File: src/rtl/vgachargen_pkg.sv
// vgachargen_pkg: shared FSM states, control codes and default text geometry.
// The CLEAR state exists only when VGACHARGEN_TEXT_WRITER_CLEAR_EN is defined.
package vgachargen_pkg;

    localparam int DEFAULT_COLS = 80;
    localparam int DEFAULT_ROWS = 30;

    localparam logic [7:0] LF    = 8'h0A;
    localparam logic [7:0] CR    = 8'h0D;
    localparam logic [7:0] BS    = 8'h08;
    localparam logic [7:0] FF    = 8'h0C;
    localparam logic [7:0] SPACE = 8'h20;

`ifdef VGACHARGEN_TEXT_WRITER_CLEAR_EN
    typedef enum logic {
        IDLE  = 1'b0,
        CLEAR = 1'b1
    } state_t;
`else
    typedef enum logic {
        IDLE = 1'b0
    } state_t;
`endif

    // Bytes that land in the character map as glyphs.
    function automatic logic is_printable(input logic [7:0] code);
        return (code >= 8'h20) && (code <= 8'h7E);
    endfunction

endpackage

File: src/rtl/vgachargen_cursor.sv
// vgachargen_cursor: text cursor x/y counters with end-of-row and end-of-screen wrap.
// No scrolling: stepping past the last row returns to row 0.
module vgachargen_cursor
    import vgachargen_pkg::*;
#(
    parameter int COLS = DEFAULT_COLS,
    parameter int ROWS = DEFAULT_ROWS
) (
    input  logic       clk,
    input  logic       arstn,
    input  logic       advance,
    input  logic       line_feed,
    input  logic       carriage_return,
    input  logic       backspace,
    input  logic       home,
    output logic [6:0] x,
    output logic [4:0] y
);

    localparam logic [6:0] LAST_COL = 7'(COLS - 1);
    localparam logic [4:0] LAST_ROW = 5'(ROWS - 1);

    logic [4:0] y_next_row;

    // Row below the current one, wrapping from the bottom row back to the top.
    always_comb begin
        y_next_row = (y == LAST_ROW) ? 5'd0 : y + 5'd1;
    end

    // Cursor update; home wins so a finished clear sweep always lands at (0,0).
    always_ff @(posedge clk or negedge arstn) begin
        if (!arstn) begin
            x <= 7'd0;
            y <= 5'd0;
        end else if (home) begin
            x <= 7'd0;
            y <= 5'd0;
        end else if (advance) begin
            if (x == LAST_COL) begin
                x <= 7'd0;
                y <= y_next_row;
            end else begin
                x <= x + 7'd1;
            end
        end else if (line_feed) begin
            x <= 7'd0;
            y <= y_next_row;
        end else if (carriage_return) begin
            x <= 7'd0;
        end else if (backspace) begin
            if (x != 7'd0) begin
                x <= x - 7'd1;
            end
        end
    end

endmodule

File: src/rtl/vgachargen_text_writer.sv
// vgachargen_text_writer: turns an ASCII byte stream into character/colour map writes.
// Define VGACHARGEN_TEXT_WRITER_CLEAR_EN to make form feed sweep the screen with spaces.
module vgachargen_text_writer
    import vgachargen_pkg::*;
#(
    parameter int COLS = DEFAULT_COLS,
    parameter int ROWS = DEFAULT_ROWS
) (
    input  logic        clk_i,
    input  logic        arstn_i,
    input  logic        char_valid_i,
    input  logic [7:0]  char_data_i,
    output logic        char_ready_o,
    input  logic [7:0]  col_scheme_i,
    output logic [9:0]  char_map_addr_o,
    output logic        char_map_we_o,
    output logic [3:0]  char_map_be_o,
    output logic [31:0] char_map_wdata_o,
    output logic [9:0]  col_map_addr_o,
    output logic        col_map_we_o,
    output logic [3:0]  col_map_be_o,
    output logic [31:0] col_map_wdata_o,
    output logic [6:0]  cursor_x_o,
    output logic [4:0]  cursor_y_o,
    output logic        busy_o
);

    localparam int          WORDS  = COLS * ROWS / 4;
    localparam logic [11:0] COLS_W = 12'(COLS);

    state_t      state_q;
    state_t      state_d;
    logic        ready_q;
    logic        accept;
    logic        advance;
    logic        line_feed;
    logic        carriage_return;
    logic        backspace;
    logic        home;
    logic        write_cell;
    logic [11:0] cell_index;

`ifdef VGACHARGEN_TEXT_WRITER_CLEAR_EN
    localparam logic [9:0] LAST_WORD = 10'(WORDS - 1);

    logic        start_clear;
    logic        write_sweep;
    logic [9:0]  sweep_q;
    logic [7:0]  clear_scheme_q;
`endif

    assign char_ready_o = ready_q && (state_q == IDLE);
    assign accept       = char_valid_i && char_ready_o;
    assign cell_index   = {7'd0, cursor_y_o} * COLS_W + {5'd0, cursor_x_o};

`ifdef VGACHARGEN_TEXT_WRITER_CLEAR_EN
    assign busy_o = (state_q == CLEAR);
`else
    assign busy_o = 1'b0;
`endif

    vgachargen_cursor #(
        .COLS (COLS),
        .ROWS (ROWS)
    ) u_cursor (
        .clk             (clk_i),
        .arstn           (arstn_i),
        .advance         (advance),
        .line_feed       (line_feed),
        .carriage_return (carriage_return),
        .backspace       (backspace),
        .home            (home),
        .x               (cursor_x_o),
        .y               (cursor_y_o)
    );

    // Decode the accepted byte into a cursor command or write, and pick the next state.
    always_comb begin
        state_d         = state_q;
        advance         = 1'b0;
        line_feed       = 1'b0;
        carriage_return = 1'b0;
        backspace       = 1'b0;
        home            = 1'b0;
        write_cell      = 1'b0;
`ifdef VGACHARGEN_TEXT_WRITER_CLEAR_EN
        start_clear     = 1'b0;
        write_sweep     = 1'b0;
`endif
        case (state_q)
            IDLE: begin
                if (accept) begin
                    if (is_printable(char_data_i)) begin
                        write_cell = 1'b1;
                        advance    = 1'b1;
                    end else if (char_data_i == LF) begin
                        line_feed = 1'b1;
                    end else if (char_data_i == CR) begin
                        carriage_return = 1'b1;
                    end else if (char_data_i == BS) begin
                        backspace = 1'b1;
                    end
`ifdef VGACHARGEN_TEXT_WRITER_CLEAR_EN
                    else if (char_data_i == FF) begin
                        start_clear = 1'b1;
                        state_d     = CLEAR;
                    end
`endif
                end
            end
`ifdef VGACHARGEN_TEXT_WRITER_CLEAR_EN
            CLEAR: begin
                write_sweep = 1'b1;
                if (sweep_q == LAST_WORD) begin
                    home    = 1'b1;
                    state_d = IDLE;
                end
            end
`endif
            default: state_d = IDLE;
        endcase
    end

    // State register; ready is held low during reset and rises on the first clock after.
    always_ff @(posedge clk_i or negedge arstn_i) begin
        if (!arstn_i) begin
            state_q <= IDLE;
            ready_q <= 1'b0;
        end else begin
            state_q <= state_d;
            ready_q <= 1'b1;
        end
    end

`ifdef VGACHARGEN_TEXT_WRITER_CLEAR_EN
    // Sweep word counter and the colour scheme captured with the form feed.
    always_ff @(posedge clk_i or negedge arstn_i) begin
        if (!arstn_i) begin
            sweep_q        <= 10'd0;
            clear_scheme_q <= 8'd0;
        end else if (start_clear) begin
            sweep_q        <= 10'd0;
            clear_scheme_q <= col_scheme_i;
        end else if (write_sweep) begin
            sweep_q <= sweep_q + 10'd1;
        end
    end
`endif

    // Registered write ports: strobes pulse one cycle after the request, payload holds.
    always_ff @(posedge clk_i or negedge arstn_i) begin
        if (!arstn_i) begin
            char_map_addr_o  <= 10'd0;
            char_map_we_o    <= 1'b0;
            char_map_be_o    <= 4'd0;
            char_map_wdata_o <= 32'd0;
            col_map_addr_o   <= 10'd0;
            col_map_we_o     <= 1'b0;
            col_map_be_o     <= 4'd0;
            col_map_wdata_o  <= 32'd0;
        end else begin
            char_map_we_o <= 1'b0;
            col_map_we_o  <= 1'b0;
            if (write_cell) begin
                char_map_we_o    <= 1'b1;
                col_map_we_o     <= 1'b1;
                char_map_addr_o  <= cell_index[11:2];
                col_map_addr_o   <= cell_index[11:2];
                char_map_be_o    <= 4'b0001 << cell_index[1:0];
                col_map_be_o     <= 4'b0001 << cell_index[1:0];
                char_map_wdata_o <= {4{char_data_i}};
                col_map_wdata_o  <= {4{col_scheme_i}};
            end
`ifdef VGACHARGEN_TEXT_WRITER_CLEAR_EN
            else if (write_sweep) begin
                char_map_we_o    <= 1'b1;
                col_map_we_o     <= 1'b1;
                char_map_addr_o  <= sweep_q;
                col_map_addr_o   <= sweep_q;
                char_map_be_o    <= 4'hF;
                col_map_be_o     <= 4'hF;
                char_map_wdata_o <= {4{SPACE}};
                col_map_wdata_o  <= {4{clear_scheme_q}};
            end
`endif
        end
    end

endmodule

File: config.mk
export PLATFORM = sky130hd
export DESIGN_NAME = vgachargen_text_writer
export DESIGN_NICKNAME = d
export VERILOG_FILES = /design/src/rtl/vgachargen_pkg.sv /design/src/rtl/vgachargen_cursor.sv /design/src/rtl/vgachargen_text_writer.sv
export SDC_FILE = /design/constraint.sdc
export NUM_CORES = 1
export LEC_CHECK = 0
export CORE_UTILIZATION = 43
export DETAILED_ROUTE_END_ITERATION = 8
export PLACE_DENSITY = 0.86
export SETUP_SLACK_MARGIN = 0.5
export SLEW_MARGIN = 10
export SYNTH_ARGS = -nofsm -noshare
export SYNTH_HDL_FRONTEND = slang
export SYNTH_SLANG_ARGS = --single-unit
export TNS_END_PERCENT = 100
File: constraint.sdc
create_clock -name clk_i -period 2.55 [get_ports clk_i]
set_clock_uncertainty 0.2 [all_clocks]
set_input_delay 0.3825 -clock clk_i [delete_from_list [all_inputs] [get_ports clk_i]]
set_output_delay 0.3825 -clock clk_i [all_outputs]
set_load 0.01 [all_outputs]
==> results of run 1 <==
[worst reg2reg max path, delay by kind of cell, from the launching register on]
| kind | cells | cell delay, ps |
|---|---|---|
| xor+xnor | 1 | 170 |
| fa+ha+maj | 3 | 990 |
| buf+inv | 1 | 120 |
| compound gates | 2 | 280 |
| flops | 1 | 430 |
[power by group through the flow]
| stage | logic [uW] | clock network (uW) | registers (uW) |
|---|---|---|---|
| 6_report | 1380 | 466 | 1000 |
| 5_1_grt | 1460 | 498 | 1030 |
| 4_1_cts | 1230 | 463 | 990 |
| 3_5_place_dp | 1200 | 0 | 998 |
| 3_3_place_gp | 1180 | 0 | 990 |
| 2_1_floorplan | 678 | 0 | 1020 |
[synthesized netlist by cell type, drive strengths merged, types with 2 or more instances]
master   number  area, sq um
a21o          4         30.0
a21oi         5         25.0
a221oi        2         17.5
a2bb2oi       2         17.5
a31oi         3         18.8
a32oi         2         17.5
a41oi         2         17.5
and2          3         18.8
and3          3         18.8
buf          68          510
clkbuf        8         30.0
conb          2         7.51
dfrtp        44         1100
fa            2         40.0
ha           16          200
inv           9         33.8
nand2        74          278
nand3         6         30.0
nand3b        2         15.0
nand4         3         18.8
nor2         13         48.8
nor2b         3         18.8
nor3          4         20.0
o211ai        2         15.0
o21ai        14         70.1
o31a          2         17.5
o31ai         4         30.0
or4           2         18.8
xnor2         2         17.5
xor2          5         43.8
[final cells by class]
| class | instances | area [sq um] |
|---|---|---|
| clock inverters | 1 | 7.51 |
| flip-flops and latches | 44 | 1110 |
| inverters | 10 | 41.3 |
| fillers | 463 | 2020 |
| well taps | 77 | 96.3 |
| multi-input cells | 201 | 1460 |
| clock buffers | 7 | 86.3 |
| repair buffers | 170 | 1600 |
[per-stage QoR]
stage          utilization [%]  setup WS (ps)  cell area, sq um  power [uW]
6_report                  68.6            260              4410        2850
5_1_grt                   68.6            198              4410        2980
4_1_cts                   64.6            351              4150        2680
3_5_place_dp              60.7           -128              3900        2200
3_3_place_gp              60.7           -111              3900        2170
2_1_floorplan                -            384              2960        1700
[cells by family (layout without fill, tap and decap cells)]
kind of cell / Yosys count / in the layout
simple gates: 121 / 121
buf+inv: 86 / 188
flops: 44 / 44
other cells: 2 / 2
compound gates: 52 / 53
xor+xnor: 7 / 7
fa+ha+maj: 18 / 18
[sequential cells by signal, indices dropped and copies added (netlist names)]
name	cells
ready_q	1
col_map_be_o	4
col_map_addr_o	10
u_cursor.y	5
col_map_we_o	1
char_map_wdata_o	8
u_cursor.x	7
col_map_wdata_o	8
[final timing paths]
kind,from,endpoint,slack (ps),cells after the start
setup / recovery,u_cursor.y[1],col_map_addr_o[8],260,7
hold / removal,char_data_i[2],char_map_wdata_o[26],180,4
setup reg to reg,u_cursor.y[1],col_map_addr_o[8],260,7
hold reg to reg,col_map_addr_o[2],col_map_addr_o[2],310,2
max in group asynchronous,arstn_i,u_cursor.y[2],1240,3
min in group asynchronous,arstn_i,col_map_addr_o[8],470,3
[routing by layer]
| layer | track usage (%) | vias up |
|---|---|---|
| li1 | - | 1249 |
| met1 | 23.7 | 1313 |
| met2 | 39.6 | 159 |
| met3 | 3.96 | 27 |
| met4 | 6.90 | 0 |
| met5 | 0 | - |
[placed cells by master (no fill, tap or decap), types with 4 or more instances in the layout]
master / Yosys / routed
xor2_1: 5 / 4
dfrtp_1: 44 / 37
inv_1: 9 / 8
a21o_1: 4 / 4
buf_4: 68 / 38
clkbuf_8: 0 / 6
dfrtp_2: 0 / 7
ha_1: 16 / 11
nand3_1: 6 / 5
nand2_1: 74 / 73
o21ai_0: 14 / 11
buf_6: 0 / 6
a21oi_1: 5 / 5
nor2_1: 13 / 10
clkdlybuf4s50_1: 0 / 116
[timing repair]
item / in CTS / in global routing
pin swaps: 13 / 22
hold buffers: 1 / 0
endpoints found under the hold margin: 44 / 0
cloned: 1 / 1
buffers inserted: 9 / 16
endpoints found under the setup margin: 17 / 16
resized for setup: 34 / 30
==> flow_summary.yaml, run 1 <==
global_routing:
  track_usage_pct: 21.0
  grt_pass1_vias: 2484
  grt_first_pass_wirelength_um: 12000
  overflow: 0
  grt_max_degree: 45
  antenna_found_initial: 0
setup_path:
  crit_buf_inv: 1
  crit_chain: "ha_4, ha_4, fa_2, buf_6, o2111ai_4, xor2_1, o21ai_1"
  worstPathMaxFanout: 2
  crit_required_ps: 2570
  worst_setup_path_start_kind: "register"
  endpoint_kind: "register"
  critical_path_class: "register to register"
  critPathMaxStageDelay_ps: 580
  cpLargestDelayFamily: "adder cells"
  crit_top_cell: "ha_4"
  slowest_stage: "fa_2"
  worstPathArrival_ps: 2310
finish:
  final_nets: 469
  diodes: 0
  fin_cells: 510
  drive_above_1_share_pct: 22.9
  syn2layout_area_growth_pct: 52.0
floorplanning:
  io_pins: 127
  placementRows: 29
  start_util_pct: 45.1
  die_w_um: 84.1
  dieArea_sq_mm: 0.00707
  coreArea_sq_mm: 0.00642
  fp.dieH_um: 84.1
power_and_ir_drop:
  combPwrFrac_pct: 48.5
  p_sw_share_pct: 35.5
  ir_drop_mv: 0.415
  powerDensity_mw_per_mm2: 647
  p_seq_share_pct: 35.2
  p_sw_uw: 1010
  leakage_uw: 0.00195
  p_int_uw: 1840
  clkPwrFrac_pct: 16.3
clocking:
  htreeDepth: 2
  numCtsBuffers: 5
  cts_tree: "done"
  cts_buffer_depth: 2
  cts_root_buffer: "clkbuf_8"
  clock_sinks: 44
  clk_pin_slew_worst_paths_ps: 80
  worstSkewPairLatency_ps: 310
outcome:
  violations: "design-rule violations"
  status: "finished with violations"
logic_synthesis:
  synth_cell_types: 50
  synthSimpleGateAreaFrac_pct: 18.9
  synth-compound-area-share_pct: 12.5
  syn_area_sq_mm: 0.00290
  synth_edf_count: 0
  async_flop_share_pct: 100
  synth_top_family_by_area: "buffers and inverters"
  yosysWarningCount: 0
  synth_area_per_cell_sq_um: 8.78
  yosys.area_share.adder_pct: 8.29
  synth.area.mux_share_pct: 0
  ys.flop_type: "dfrtp_1"
  synth-seq-area-share_pct: 38.0
  synthXorXnorAreaFrac_pct: 2.12
  synth.ff_latch_count: 44
  netlist_instances: 330
  synthesis.nets: 367
detailed_routing:
  first_pass_iters: 8
  routed_wl_um: 8640
  drt_iter0_drc: 235
  vias: 2748
  drc_errors: 26
  met1_length_um: 3280
  wl_per_cell_um: 16.9
  wl_met2_um: 4480
  antenna_left: 0
  met3WireLength_um: 615
  top_layer: "met4"
  via_per_inst: 5.39
sta:
  max_slew.worst_pin.slew_ps: 574
  rsz0062_at_grt: "yes"
  max_freq_mhz: 437
  hold_slack_ps: 184
  setup_violations: 0
  hold_violations: 0
  slew_viol_final: 0
  period_needed_ps: 2290
  relSlewSlack_pct: 61.7
  fin_crit_sh_pct: 89.8
  tns_ps: 0
placed_design:
  dp_hpwl_um: 5260
  gp_congestion: 0.907
  io_buffers: 125
  dp_cells: 474
run:
  drv_cap: 0
min_path:
  hold_path.class: "input pin to register"
Power figures use the tool's default switching activity.
==> run 2: changes to the inputs <==
PLACE_DENSITY = not set   (was 0.86)
PLACE_DENSITY_LB_ADDON = 0.3   (was not set)
REMOVE_ABC_BUFFERS = 1   (was not set)
==> flow_summary.yaml, run 2 (synthesis gave the netlist of run 1 again) <==
finish:
  largest_reg_flops: 10
  diodes: 0
  syn2layout_area_growth_pct: 48.0
  fin_cells: 502
  final_area_sq_mm: 0.00429
  final_nets: 461
  layout_commonest_cell: "clkdlybuf4s50_1"
  top_register: "col_map_addr_o"
  drive_above_1_share_pct: 19.3
  seq_area_sq_mm: 0.00111
  multi_input_area_sq_mm: 0.00141
  reg_top3: "col_map_addr_o: 10 flops, char_map_wdata_o: 8 flops, col_map_wdata_o: 8 flops"
  layout_common_cells: "clkdlybuf4s50_1, nand2_1, dfrtp_1"
  fillCellCount: 501
setup_path:
  crit_start: "char_data_i[2]"
  endpoint_kind: "register"
  critPathMaxStageDelay_ps: 550
  crit_buf_inv: 1
  crit_required_ps: 2580
  worstPathMaxFanout: 3
  crit_chain: "buf_6, or3b_4, or4_4, or4_4, o211a_1, nor2_1"
  worstPathArrival_ps: 2190
  cpLargestDelayFamily: "simple AND/OR/NAND/NOR gates"
  r2r_end: "col_map_addr_o[9]"
  crit_top_cell: "or4_4"
  worst_r2r_path_depth: 7
  worst_setup_path_start_kind: "input pin"
  reg2reg_slack_ps: 420
  critical_path_class: "input pin to register"
  slowest_stage: "or4_4"
  r2r_start: "u_cursor.y[2]"
sta:
  period_needed_ps: 2160
  hold_violations: 0
  setup_ws_ps: 387
  max_freq_mhz: 462
  fin_crit_sh_pct: 84.8
  slew_viol_final: 0
  setup_violations: 0
  tns_ps: 0
  rsz0062_at_grt: "yes"
placed_design:
  gp_congestion: 0.946
  io_buffers: 125
  postPlaceCellArea_sq_mm: 0.00389
  dp_hpwl_um: 5370
  place_ws_ps: -144
  dp_cells: 481
power_and_ir_drop:
  ir_drop_mv: 0.336
  fin_total_pwr_uw: 2730
  leakage_uw: 0.00194
  powerDensity_mw_per_mm2: 637
clocking:
  clock_sinks: 44
  cts_tree: "done"
  clk_pin_slew_worst_paths_ps: 80
  numCtsBuffers: 5
  cts_buffer_depth: 2
  worstSkewPairLatency_ps: 300
  cts_root_buffer: "clkbuf_8"
  htreeDepth: 2
global_routing:
  globalRoute.busiestLayer: "met2"
  antenna_found_initial: 0
  track_usage_pct: 21.2
  grt_max_degree: 27
  grt_first_pass_wirelength_um: 11900
  met3_usage_pct: 4.95
  met2_usage_pct: 36.5
  overflow: 0
  grt_pass1_vias: 2444
  met1_usage_pct: 26.6
floorplanning:
  dieArea_sq_mm: 0.00707
  placementRows: 29
  die_w_um: 84.1
  start_util_pct: 45.1
  io_pins: 127
  fp.dieH_um: 84.1
  coreArea_sq_mm: 0.00642
outcome:
  status: "finished with violations"
  violations: "design-rule violations"
detailed_routing:
  vias: 2582
  via_per_inst: 5.14
  first_pass_iters: 8
  drc_errors: 22
  wl_per_cell_um: 15.2
  drt_iter0_drc: 117
  antenna_left: 0
  routed_wl_um: 7610
min_path:
  hold_path.class: "input pin to register"
  min_to: "char_map_wdata_o[26]"
  hold_depth: 4
  min_from: "char_data_i[2]"
run:
  drv_cap: 0
-- run 2: cell count changes in the layout (fill, tap and decap cells not counted), moves of 2 or more --
cell / change
clkbuf_2: -2
dfrtp_2: -2
dfrtp_1: +2
buf_6: -3
clkdlybuf4s15_1: +2
buf_4: -5
nor2_1: +2
-- run 2: worst register-to-register path, stage by stage, from the launching register on --
cell	delay, ps
dfrtp_2	450
ha_4	270
ha_1	300
a21o_1	180
a21oi_2	150
xnor2_1	190
a32oi_2	170
a21oi_1	160
-- run 2: metal layers --
layer / up-vias / wire (um)
li1: 1227 / -
met1: 1253 / 3130
met2: 93 / 3870
met3: 9 / 466
met4: 0 / 143
met5: - / 0
-- run 2: what timing repair did --
item	4_1_cts	5_1_grt
cloned	1	0
endpoints found under the hold margin	19	0
setup buffers	7	4
pin swaps	18	12
hold buffers	1	0
gates resized for setup	40	23
setup endpoints to repair	35	39
-- run 2: through the flow --
step | hold WS, ps | utilization [%]
2_1_floorplan | -113 | -
3_3_place_gp | 176 | 60.5
5_1_grt | 194 | 66.8
6_report | 178 | 66.8
4_1_cts | 175 | 64.4
3_5_place_dp | 168 | 60.5
-- run 2: where the power goes --
group	internal, uW	leakage [uW]	switching (uW)	total [uW]
clock network	219	0.0000434	245	465
registers	830	0.000562	171	1000
logic	728	0.00134	538	1270
total	1780	0.00194	954	2730
-- run 2: how the worst max path moves through the flow --
stage / end / slack (ps) / cells after the start
after detailed placement: u_cursor.x[2] / -140 / 6
after floorplan: u_cursor.y[0] / -1900 / 6
after CTS: col_map_addr_o[9] / 370 / 7
after global placement: u_cursor.x[2] / -130 / 6
after global routing: col_map_addr_o[9] / 320 / 7
final: u_cursor.x[2] / 390 / 6
-- run 2: cell type report --
class	instances	share of cell area, %
Clock buffer	6	1.93
Clock inverter	2	0.350
Inverter	10	0.875
Multi-Input combinational cell	200	32.8
Sequential cell	44	25.8
Tap cell	77	2.25
Timing Repair Buffer	163	35.9
==> run 3: changes to the inputs <==
CORE_UTILIZATION = 39   (was 43)
clock period = 1.8 ns   (was 2.55 ns; I/O delays follow)
==> flow_summary.yaml, run 3 (synthesis gave the netlist of run 1 again) <==
outcome:
  status: "finished with violations"
  violations: "negative setup slack"
placed_design:
  io_buffers: 125
  dp_hpwl_um: 5590
  gp_congestion: 0.892
sta:
  period_needed_ps: 2290
  max_freq_mhz: 436
  max_slew.worst_pin.slew_ps: 531
  setup_violations: 26
  hold_slack_ps: 74.7
  relSlewSlack_pct: 64.6
  rsz0062_at_grt: "yes"
  hold_violations: 0
  slew_viol_final: 0
  setup_ws_ps: -495
  fin_crit_sh_pct: 127
clocking:
  cts_buffer_depth: 2
  cts_tree: "done"
  clk_pin_slew_worst_paths_ps: 100
  numCtsBuffers: 5
  cts_root_buffer: "clkbuf_8"
  clock_sinks: 44
  worstSkewPairLatency_ps: 320
  htreeDepth: 2
finish:
  largest_reg_flops: 10
  diodes: 0
  syn2layout_area_growth_pct: 115
  final_nets: 608
  drive_above_1_share_pct: 70.5
  layout_common_cells: "buf_6, buf_4, nand2_1, dfrtp_1, buf_2"
  top_register: "col_map_addr_o"
  layout_commonest_cell: "buf_6"
  reg_top3: "col_map_addr_o: 10 flops, char_map_wdata_o: 8 flops, col_map_wdata_o: 8 flops"
global_routing:
  overflow: 0
  track_usage_pct: 27.3
  grt_first_pass_wirelength_um: 16200
  met3_usage_pct: 4.71
  globalRoute.busiestLayer: "met2"
  met1_usage_pct: 33.5
  met2_usage_pct: 49.2
  grt_max_degree: 29
  antenna_found_initial: 0
  grt_pass1_vias: 3243
detailed_routing:
  vias: 3691
  via_per_inst: 5.50
  drc_errors: 0
  routed_wl_um: 14900
  first_pass_iters: 4
  antenna_left: 0
  drt_iter0_drc: 260
  wl_per_cell_um: 22.2
power_and_ir_drop:
  leakage_uw: 0.00320
  ir_drop_mv: 0.632
  fin_total_pwr_uw: 5420
  powerDensity_mw_per_mm2: 869
floorplanning:
  start_util_pct: 40.2
  placementRows: 31
  fp.dieH_um: 88.2
  die_w_um: 88.2
  io_pins: 127
  dieArea_sq_mm: 0.00778
  coreArea_sq_mm: 0.00721
run:
  drv_cap: 0
setup_path:
  worstPathArrival_ps: 2290
  critPathMaxStageDelay_ps: 600
  crit_required_ps: 1800
  worst_setup_path_start_kind: "register"
  worstPathMaxFanout: 3
  slowest_stage: "fa_2"
  reg2reg_slack_ps: -490
  critical_path_class: "register to register"
  endpoint_kind: "register"
  crit_chain: "ha_1, ha_2, fa_2, nand2_2, nor2_4, xnor2_1, o21ai_1"
min_path:
  hold_path.class: "input pin to register"
run 3: changes by cell type in the layout (fill, tap and decap cells not counted), sizes merged:
cell           before  now
buf                41  291
clkbuf              6    7
clkdlybuf4s50     115    8
clkinv              0    2
dlygate4sd3         1    3
inv                10    9
run 3: final timing paths:
check,from,end,cells after the start
max reg2reg,u_cursor.y[1],col_map_addr_o[7],7
max in group asynchronous,arstn_i,u_cursor.x[6],3
min in group asynchronous,arstn_i,col_map_addr_o[7],2
max,u_cursor.y[1],col_map_addr_o[7],7
min,char_data_i[2],char_map_wdata_o[26],4
min reg2reg,col_map_be_o[1],col_map_be_o[1],2
run 3: routing by layer:
metal,part of all wire (%),wire [um],vias to the layer above
li1,-,-,1533
met4,3.7,556,0
met2,50,7460,276
met1,37,5550,1823
met5,0,0,-
met3,8.9,1330,59
run 3: cell type report:
cell class | count | area [sq um]
timing repair buffer | 310 | 3150
fill | 296 | 978
clock buffer | 5 | 68.8
sequential | 44 | 1110
clock inverter | 3 | 23.8
tap | 99 | 124
inverter | 10 | 38.8
multi-input combinational | 200 | 1720
run 3: where the power goes:
part / internal [uW] / switching [uW] / total, uW
combinational: 1880 / 1460 / 3330
sequential: 1180 / 231 / 1410
clock: 276 / 400 / 676
total: 3330 / 2090 / 5420
run 3: critical path: cells and delay by family, from the launching register on:
family / cells / cell delay [ps]
compound gates: 1 / 100
xor+xnor: 1 / 140
simple gates: 2 / 230
fa+ha+maj: 3 / 1090
flops: 1 / 420
run 3: stage by stage:
stage               setup TNS, ps  std cells  setup WS [ps]  util [%]  cell area [sq um]
floorplan                  -72350        254          -2540         -               2360
global placement           -16120        537           -811      58.2               4200
detailed placement         -17630        537           -828      58.2               4200
CTS                         -2520        634           -399      76.9               5550
global route                -6340        671           -543      86.4               6240
finish                      -5250        671           -495      86.4               6240
run 3: repair_timing:
item,CTS,global route
setup buffers,84,34
pin swaps,42,43
endpoints found under the hold margin,17,0
gates cloned,2,3
gates resized for setup,692,96
hold buffers,3,0
setup endpoints to repair,150,150
